`config.mk`:
```
export PLATFORM = sky130hd
export DESIGN_NAME = seq_data_compare
export DESIGN_NICKNAME = d
export VERILOG_FILES = /design/src/rtl/seq_data_compare.sv
export SDC_FILE = /design/constraint.sdc
export NUM_CORES = 1
export LEC_CHECK = 0
export ABC_CLOCK_PERIOD_IN_PS = 2300
export CORE_MARGIN = 5
export CORE_UTILIZATION = 50
export CTS_BUF_LIST = sky130_fd_sc_hd__clkbuf_8
export CTS_CLUSTER_DIAMETER = 30
export CTS_CLUSTER_SIZE = 8
export DETAILED_ROUTE_END_ITERATION = 8
export PLACE_DENSITY = 0.95
export SYNTH_ARGS = -nofsm -noshare
export SYNTH_HDL_FRONTEND = slang
export SYNTH_SLANG_ARGS = --single-unit
```
`constraint.sdc`:
```
create_clock -name iClk -period 2.3 [get_ports iClk]
set_input_delay 0.46 -clock iClk [delete_from_list [all_inputs] [get_ports iClk]]
set_output_delay 0.46 -clock iClk [all_outputs]
set_load 0.005 [all_outputs]
```
`src/rtl/seq_data_compare.sv`:
```
// seq_data_compare: multi-cycle magnitude comparator for WIDTH*WORDS-bit operands
// that arrive as WORDS slices of WIDTH bits each, MSB slice first.
//
// Ports:
//   iClk     - clock, rising edge
//   iRst_n   - asynchronous active-low reset
//   iStart   - begin a compare (sampled in IDLE only)
//   iSigned  - latched with iStart: 1 = two's complement, 0 = unsigned
//   iValid   - slice on iData_a/iData_b is valid
//   iData_a  - operand A slice
//   iData_b  - operand B slice
//   oReady   - a slice is accepted this cycle when iValid is high (RUN)
//   oBusy    - compare in progress (RUN or DONE)
//   oDone    - one-cycle pulse, oData is final
//   oData    - {A>B, A==B, A<B}, held until the next completed compare
module seq_data_compare #(
    parameter int unsigned WIDTH = 8,
    parameter int unsigned WORDS = 4
) (
    input  logic             iClk,
    input  logic             iRst_n,
    input  logic             iStart,
    input  logic             iSigned,
    input  logic             iValid,
    input  logic [WIDTH-1:0] iData_a,
    input  logic [WIDTH-1:0] iData_b,
    output logic             oReady,
    output logic             oBusy,
    output logic             oDone,
    output logic [2:0]       oData
);

    localparam int unsigned CW = (WORDS > 1) ? $clog2(WORDS) : 1;
    localparam logic [CW-1:0] LAST_IDX = CW'(WORDS - 1);

    localparam logic [2:0] RES_GT = 3'b100;
    localparam logic [2:0] RES_EQ = 3'b010;
    localparam logic [2:0] RES_LT = 3'b001;

    typedef enum logic [1:0] {
        IDLE = 2'd0,
        RUN  = 2'd1,
        DONE = 2'd2
    } state_t;

    state_t        state;
    logic [CW-1:0] cnt;
    logic          signed_mode;
    logic          decided;
    logic          dec_gt;

    logic          accept_c;
    logic          last_c;
    logic          slice_gt_c;
    logic          slice_lt_c;
    logic [2:0]    result_c;

    // Per-slice compare; only the MSB slice carries the sign in signed mode.
    always_comb begin
        accept_c   = 1'b0;
        last_c     = 1'b0;
        slice_gt_c = 1'b0;
        slice_lt_c = 1'b0;
        result_c   = RES_EQ;

        accept_c = (state == RUN) && iValid && oReady;
        last_c   = (cnt == LAST_IDX);

        if (signed_mode && (cnt == '0)) begin
            slice_gt_c = $signed(iData_a) > $signed(iData_b);
            slice_lt_c = $signed(iData_a) < $signed(iData_b);
        end else begin
            slice_gt_c = iData_a > iData_b;
            slice_lt_c = iData_a < iData_b;
        end

        // An earlier decision wins; otherwise the current slice decides.
        if (decided) begin
            result_c = dec_gt ? RES_GT : RES_LT;
        end else if (slice_gt_c) begin
            result_c = RES_GT;
        end else if (slice_lt_c) begin
            result_c = RES_LT;
        end else begin
            result_c = RES_EQ;
        end
    end

    // Control FSM with registered outputs.
    always_ff @(posedge iClk or negedge iRst_n) begin
        if (!iRst_n) begin
            state       <= IDLE;
            cnt         <= '0;
            signed_mode <= 1'b0;
            decided     <= 1'b0;
            dec_gt      <= 1'b0;
            oReady      <= 1'b0;
            oBusy       <= 1'b0;
            oDone       <= 1'b0;
            oData       <= 3'b000;
        end else begin
            oDone <= 1'b0;
            case (state)
                IDLE: begin
                    if (iStart) begin
                        signed_mode <= iSigned;
                        cnt         <= '0;
                        decided     <= 1'b0;
                        dec_gt      <= 1'b0;
                        oReady      <= 1'b1;
                        oBusy       <= 1'b1;
                        state       <= RUN;
                    end
                end
                RUN: begin
                    if (accept_c) begin
                        if (!decided && (slice_gt_c || slice_lt_c)) begin
                            decided <= 1'b1;
                            dec_gt  <= slice_gt_c;
                        end
                        if (last_c) begin
                            oData  <= result_c;
                            oDone  <= 1'b1;
                            oReady <= 1'b0;
                            state  <= DONE;
                        end else begin
                            cnt <= cnt + CW'(1);
                        end
                    end
                end
                DONE: begin
                    oBusy <= 1'b0;
                    state <= IDLE;
                end
                default: begin
                    oReady <= 1'b0;
                    oBusy  <= 1'b0;
                    state  <= IDLE;
                end
            endcase
        end
    end

endmodule

```
==> results of run 1 <==
==> cells in the final DEF, fill, tap and decap left out, types with 2 or more instances in the layout <==
master           count
nand3_1              3
nand4_1              2
nor2_1               9
inv_1               15
clkdlybuf4s50_1     26
a21oi_1              9
dfrtp_1             13
o21ai_0              5
clkbuf_8             3
a22o_1               2
o211ai_1             3
ha_1                10
nand2_1             14
==> cell type report <==
cell class / instances / area [µm²] / share of cell area (%)
clock buffer: 3 / 41.29 / 3.603
clock inverter: 1 / 3.754 / 0.3275
inverter: 14 / 52.55 / 4.585
multi-input combinational: 67 / 442.9 / 38.65
sequential: 13 / 325.3 / 28.38
tap: 16 / 20.02 / 1.747
timing repair buffer: 26 / 260.3 / 22.71
==> through the flow <==
step / hold slack, ns / std cells / cell area (µm²)
2_1_floorplan: 0.1644 / 94 / 820.8
3_3_place_gp: 0.4760 / 136 / 1101
3_5_place_dp: 0.4857 / 136 / 1101
4_1_cts: 0.5022 / 140 / 1146
5_1_grt: 0.5375 / 140 / 1146
6_report: 0.4936 / 140 / 1146
==> cells in the mapped netlist (all sizes together) <==
cell type,number
or2,1
ha,10
a21oi,9
a22o,2
inv,14
dfrtp,13
nand3,3
o21ai,6
o211ai,3
nand2,14
o2bb2ai,1
o31ai,1
o21a,1
nor2,9
or3,1
mux2,1
nor2b,1
nand4,2
a211oi,1
nand2b,1
==> critical path, delay by kind of cell <==
kind	cells	cell delay (ns)
adders and majority gates	1	0.30
buffers and inverters	2	0.49
and+or+nand+nor	2	0.46
AOI/OAI and AO/OA	3	0.53
==> report_power, final <==
group / internal [mW] / switching (mW)
clock network: 0.118 / 0.0852
logic: 0.232 / 0.196
registers: 0.318 / 0.0778
==> flip-flops by register name (all words and copies together) (netlist names) <==
register / cells
oBusy: 1
cnt: 2
oDone: 1
decided: 1
state: 2
dec_gt: 1
signed_mode: 1
oData: 3
oReady: 1
==> cell families (layout without fill, tap and decap cells) <==
kind of cell	Yosys count	in the layout	synth area share, %
adder cells (fa/ha/maj)	10	10	15.24
AO/OA/AOI/OAI	24	24	19.82
buffers and inverters	14	44	6.402
multiplexers	1	1	1.372
flip-flops	13	13	39.63
AND/OR/NAND/NOR	32	32	17.53
==> per-layer routing <==
layer	vias to the layer above	share of wire (%)
met2	33	53
met4	0	2.0
met5	-	0
li1	381	-
met1	357	37
met3	5	8.1
==> worst max path at each step <==
stage | slack [ns] | cells after the start | endpoint | from
floorplan | 0.48 | 7 | dec_gt | iData_b[5]
global placement | -0.03 | 8 | dec_gt | iData_b[5]
detailed placement | -0.08 | 8 | dec_gt | iData_b[5]
CTS | 0.17 | 8 | dec_gt | iData_b[5]
global route | 0.13 | 8 | dec_gt | iData_b[5]
finish | 0.18 | 8 | dec_gt | iData_b[5]
==> key figures, run 1 <==
Yosys
  – Top cell type's share of synthesized area: 39.63%
  – Number of distinct library cells after synthesis: 21
  – #FFs+latches synth: 13
  – Ranking of synthesized cells by area: dfrtp_1 40%, ha_1 15%, inv_1 6.4%
  – Syn avg cell area: just under 9 µm²
  – Yosys warns: 0
  – Syn_nets: 125
  – Synth Cell Area: approximately 820 µm²
  – Seq/Total Area, Yosys: 39.63%
  – Syn Inst Count: 94
  – Yosys top cell by area: dfrtp_1

Clock tree
  – CTS sink cnt: 13
  – Postcts setup bufs: 0
  – Worst-Skew Late Latency: about 0.25 ns
  – Htree depth: 1
  – Post-cts resize count: 0
  – Clock root buffer master: clkbuf_8
  – Largest buffer count on any clock path: 2
  – Cts bufs inserted: 3
  – CTS tree: built
  – Clock-pin transition on the worst setup and hold timing paths: around 0.050 ns
  – Hold_buf cts: 0

Worst setup path
  – CP Capture Type: flop
  – Origin of the critical flop-to-flop path: cnt[0]
  – Crit path kind: input pin to flop
  – R2r endpoint: dec_gt
  – Worst-path fanout max: 4
  – Worst Path Required: about 2.4 ns
  – Worst R2R Path Depth: 7
  – Peak per-stage delay on the critical path: 0.45 ns
  – Setup crit start kind: input pin
  – Slack of the worst reg-to-reg path: between 0.7 and 0.8 ns
  – Worst path cell trace: clkdlybuf4s50_1 -> inv_1 -> ha_1 -> a211oi_2 -> nor2_1 -> or3_4 -> o21ai_4 -> o211ai_1
  – CP arrival: ~2.2 ns
  – Crit-path slowest cell: clkdlybuf4s50_1

Final layout
  – Fillers: 117
  – Proportion of layout cells with a drive suffix above 1: about 5.6%
  – Finished Core Util: between 70% and 80%
  – Nets: between 150 and 200
  – Ant diodes: 0
  – Area growth syn-to-layout: 39.63%

Drt
  – Antenna Violating Nets Remaining: 0
  – Initial DRC count: 11
  – DR vias/cell: between 5 and 6
  – Vias: slightly below 800
  – Routed WL per cell: between 10 and 15 µm
  – DRC errors left: 0
  – TritonRoute pass-1 iters: 4
  – Routed wire length: 1.832 mm

Worst hold path
  – HP Start: oData[1]
  – Hold path endpoint: oData[1]
  – Worst Hold Path Cells: 2
  – HP Class: flop to flop

Global route
  – Initial antenna violation count: 0
  – Vias in the first global route: around 810
  – Met3 usage: under 10%
  – Largest net degree at the start of global routing: 14
  – Top Usage Layer GRT: met2
  – Total gr overflow: 0
  – Tot GR Track Use: 15.84%
  – Met2 Usage GRT: between 30 and 40%
  – First-pass GRT wire length: approximately 3.2 mm
  – GR Layer Usage met1: 14.92%

Floorplan
  – Die height: between 50 and 60 µm
  – Area of the core: about 0.0015 mm²
  – Site Rows: 14
  – Die X: between 50 and 60 µm
  – Die area: 0.002552 mm²
  – Ports: 27
  – Initial core utilization: between 50% and 60%

Power
  – Tot Pwr: 1.027 mW
  – Pwr dens: approximately 900 mW/mm²
  – Maximum vdd ir drop: 0.0003699 V
  – P_leak: ~0.55 nW

Timing
  – Final Max Tran Viols: 0
  – Crit share post-route: 92.31%
  – Setup TNS: 0 ns
  – Final WS setup: roughly 0.18 ns
  – Final Critical Period: roughly 2.1 ns
  – Final setup viols: 0
  – Max_slew headroom: a little over 60%
  – Setup Skew: around 0.00057 ns
  – Slew @ Worst Pin: between 0.5 and 0.6 ns
  – RSZ-0062 raised after global routing: no
  – Fmax achieved: around 470 MHz
  – Final Hold Viols: 0

Placed design
  – Post-DP HPWL: 1.529 mm
  – Pre-CTS WS: -0.07555 ns
  – Routability cong.: 0.7996
  – PortBufs: 26

Run status
  – Status: complete, no violations

Job
  – Max-cap violations: 0
Power figures use the tool's default switching activity.
==> inputs of run 2 (changes only) <==
Settings changed: ABC_CLOCK_PERIOD_IN_PS 2300 to 2000, CORE_UTILIZATION 50 to 47, GPL_ROUTABILITY_DRIVEN from default to 0, PLACE_DENSITY 0.95 to 0.93.
Clock period 2.3 ns to 2 ns, I/O delays scaled along.
==> run 2 against run 1 <==
Cell area grew 3.4%. Count of clock-buffer cells in the layout is the same. Non-clock buffer count grew 1. Sequential power grew 14%. Critical path type unchanged. Highest routed layer unchanged.
==> key figures, run 2 (synthesis gave the netlist of run 1 again) <==
Drt
  – TritonRoute pass-1 iters: 4
  – Routed wl met2: ~1.1 mm
  – Routed wire length: 1.925 mm
  – DRT met1 WL: 700 µm
  – Vias: 768
  – Antenna Violating Nets Remaining: 0
  – Top routing layer in use: met4
  – Routed WL per cell: about 14 µm
  – Initial DRC count: 13
  – WL met3: between 100 and 150 µm
  – DRC errors left: 0
  – DR vias/cell: between 5 and 6

Worst setup path
  – Crit-path slowest cell: clkdlybuf4s50_1
  – Worst path cell trace: clkdlybuf4s50_1 -> inv_1 -> ha_1 -> a211oi_2 -> nor2_1 -> or3_4 -> o211ai_1 -> a21oi_1
  – Worst-path fanout max: 3
  – Crit path kind: input pin to flop
  – Peak per-stage delay on the critical path: about 0.45 ns
  – Worst Path Required: 2.12 ns
  – CP Capture Type: flop
  – Setup crit start kind: input pin
  – CP arrival: 2.06 ns

Final layout
  – Largest register FFs: 3
  – Largest regs: oData (3), cnt (2), state (2)
  – Post-route cell area: 0.001185 mm²
  – Most common cell after layout, fill and taps aside: clkdlybuf4s50_1
  – Area growth syn-to-layout: 44.36%
  – Proportion of layout cells with a drive suffix above 1: under 10%
  – Biggest register: oData
  – Nets: between 150 and 200
  – Commonest non-fill, non-tap cells in the layout: 24 x clkdlybuf4s50_1, 14 x inv_1, 14 x nand2_1, 13 x dfrtp_1
  – Seq. cell area: ~330 µm²
  – Fillers: 135
  – Fin cells: about 140
  – Ant diodes: 0
  – Multi-input gate area: 467.9 µm²

Timing
  – Hold_ws: 0.5058 ns
  – Setup Skew: 0.003795 ns
  – Setup TNS: 0 ns
  – Slew @ Worst Pin: 0.5589 ns
  – Final setup viols: 0
  – Final Critical Period: 1.939 ns
  – Final WS setup: between 0.06 and 0.07 ns
  – Fmax achieved: 515.8 MHz
  – Max_slew headroom: approximately 63%
  – Final Max Tran Viols: 0
  – Crit share post-route: 96.94%
  – Final Hold Viols: 0

Floorplan
  – Area of the core: between 0.0015 and 0.002 mm²
  – Initial core utilization: 48.59%
  – Die height: approximately 52 µm
  – Ports: 27
  – Die X: just over 50 µm
  – Die area: between 0.002 and 0.003 mm²
  – Site Rows: 15

Placed design
  – PortBufs: 26
  – Post-DP HPWL: roughly 1.5 mm
  – Pre-CTS WS: -0.3139 ns
  – Placed inst area: 0.001110 mm²
  – Cells after DPL: about 140

Power
  – P_leak: 0.5706 nW
  – Pwr dens: slightly above 1000 mW/mm²
  – Maximum vdd ir drop: 0.0005079 V

Run status
  – Status: complete, no violations

Clock tree
  – Clock-pin transition on the worst setup and hold timing paths: ~0.05 ns
  – Largest buffer count on any clock path: 2
  – CTS tree: built
  – CTS sink cnt: 13
  – Hold_buf cts: 0
  – Clock root buffer master: clkbuf_8
  – Worst-Skew Late Latency: around 0.24 ns
  – Htree depth: 1
  – Cts bufs inserted: 3

Global route
  – Initial antenna violation count: 0
  – First-pass GRT wire length: about 3 mm
  – Total gr overflow: 0
  – Tot GR Track Use: about 15%
  – Largest net degree at the start of global routing: 14
  – Vias in the first global route: around 750

Job
  – Max-cap violations: 0

Worst hold path
  – HP Class: flop to flop
[run 2: cell types whose count changed in the layout (fill, tap and decap cells not counted), sizes merged]
cell / previous run / this run
buf: 0 / 1
clkdlybuf4s50: 26 / 24
dlymetal6s2s: 0 / 2
[run 2: final cells by class]
class                   count  area share (%)
multi-input cells          67           39.49
flip-flops and latches     13           27.46
repair buffers             27           23.02
inverters                  14           4.435
clock buffers               3           3.485
well taps                  17           1.795
clock inverters             1          0.3168
[run 2: worst max-delay path, delay by kind of cell]
family	cells	cell delay, ns
adder cells (fa/ha/maj)	1	0.19
buffers and inverters	2	0.49
AO/OA/AOI/OAI	3	0.50
AND/OR/NAND/NOR	2	0.48
[run 2: final timing paths]
path	start	slack, ns	endpoint	depth (start not counted)
worst min register to register	oData[0]	0.51	oData[0]	1
worst min-delay path	oData[0]	0.51	oData[0]	1
max in group asynchronous	iRst_n	1.11	oDone	1
worst max-delay path	iData_b[4]	0.06	oData[2]	8
min in group asynchronous	iRst_n	0.52	cnt[1]	1
worst max register to register	cnt[0]	0.44	oData[2]	7
[run 2: power by group]
group | switching, mW | internal, mW | leakage, nW
clock | 0.0908 | 0.135 | 0.0269
sequential | 0.0858 | 0.366 | 0.157
combinational | 0.235 | 0.280 | 0.387
total | 0.411 | 0.782 | 0.571
[run 2: layer usage]
layer | track usage (%) | vias to the layer above
li1 | - | 385
met1 | 13.49 | 350
met2 | 29.45 | 26
met3 | 2.292 | 7
met4 | 10.48 | 0
met5 | 0 | -
[run 2: per-stage QoR]
stage / utilization, % / total power, mW
6_report: 70.15 / 1.193
4_1_cts: 69.11 / 1.201
2_1_floorplan: - / 0.7387
3_5_place_dp: 65.70 / 0.9682
5_1_grt: 70.15 / 1.292
3_3_place_gp: 65.70 / 0.9274
[run 2: timing repair]
action | in CTS | in global routing
resized for setup | 1 | 6
pin swaps | 2 | 6
setup buffers | 0 | 0
setup endpoints to repair | 5 | 2
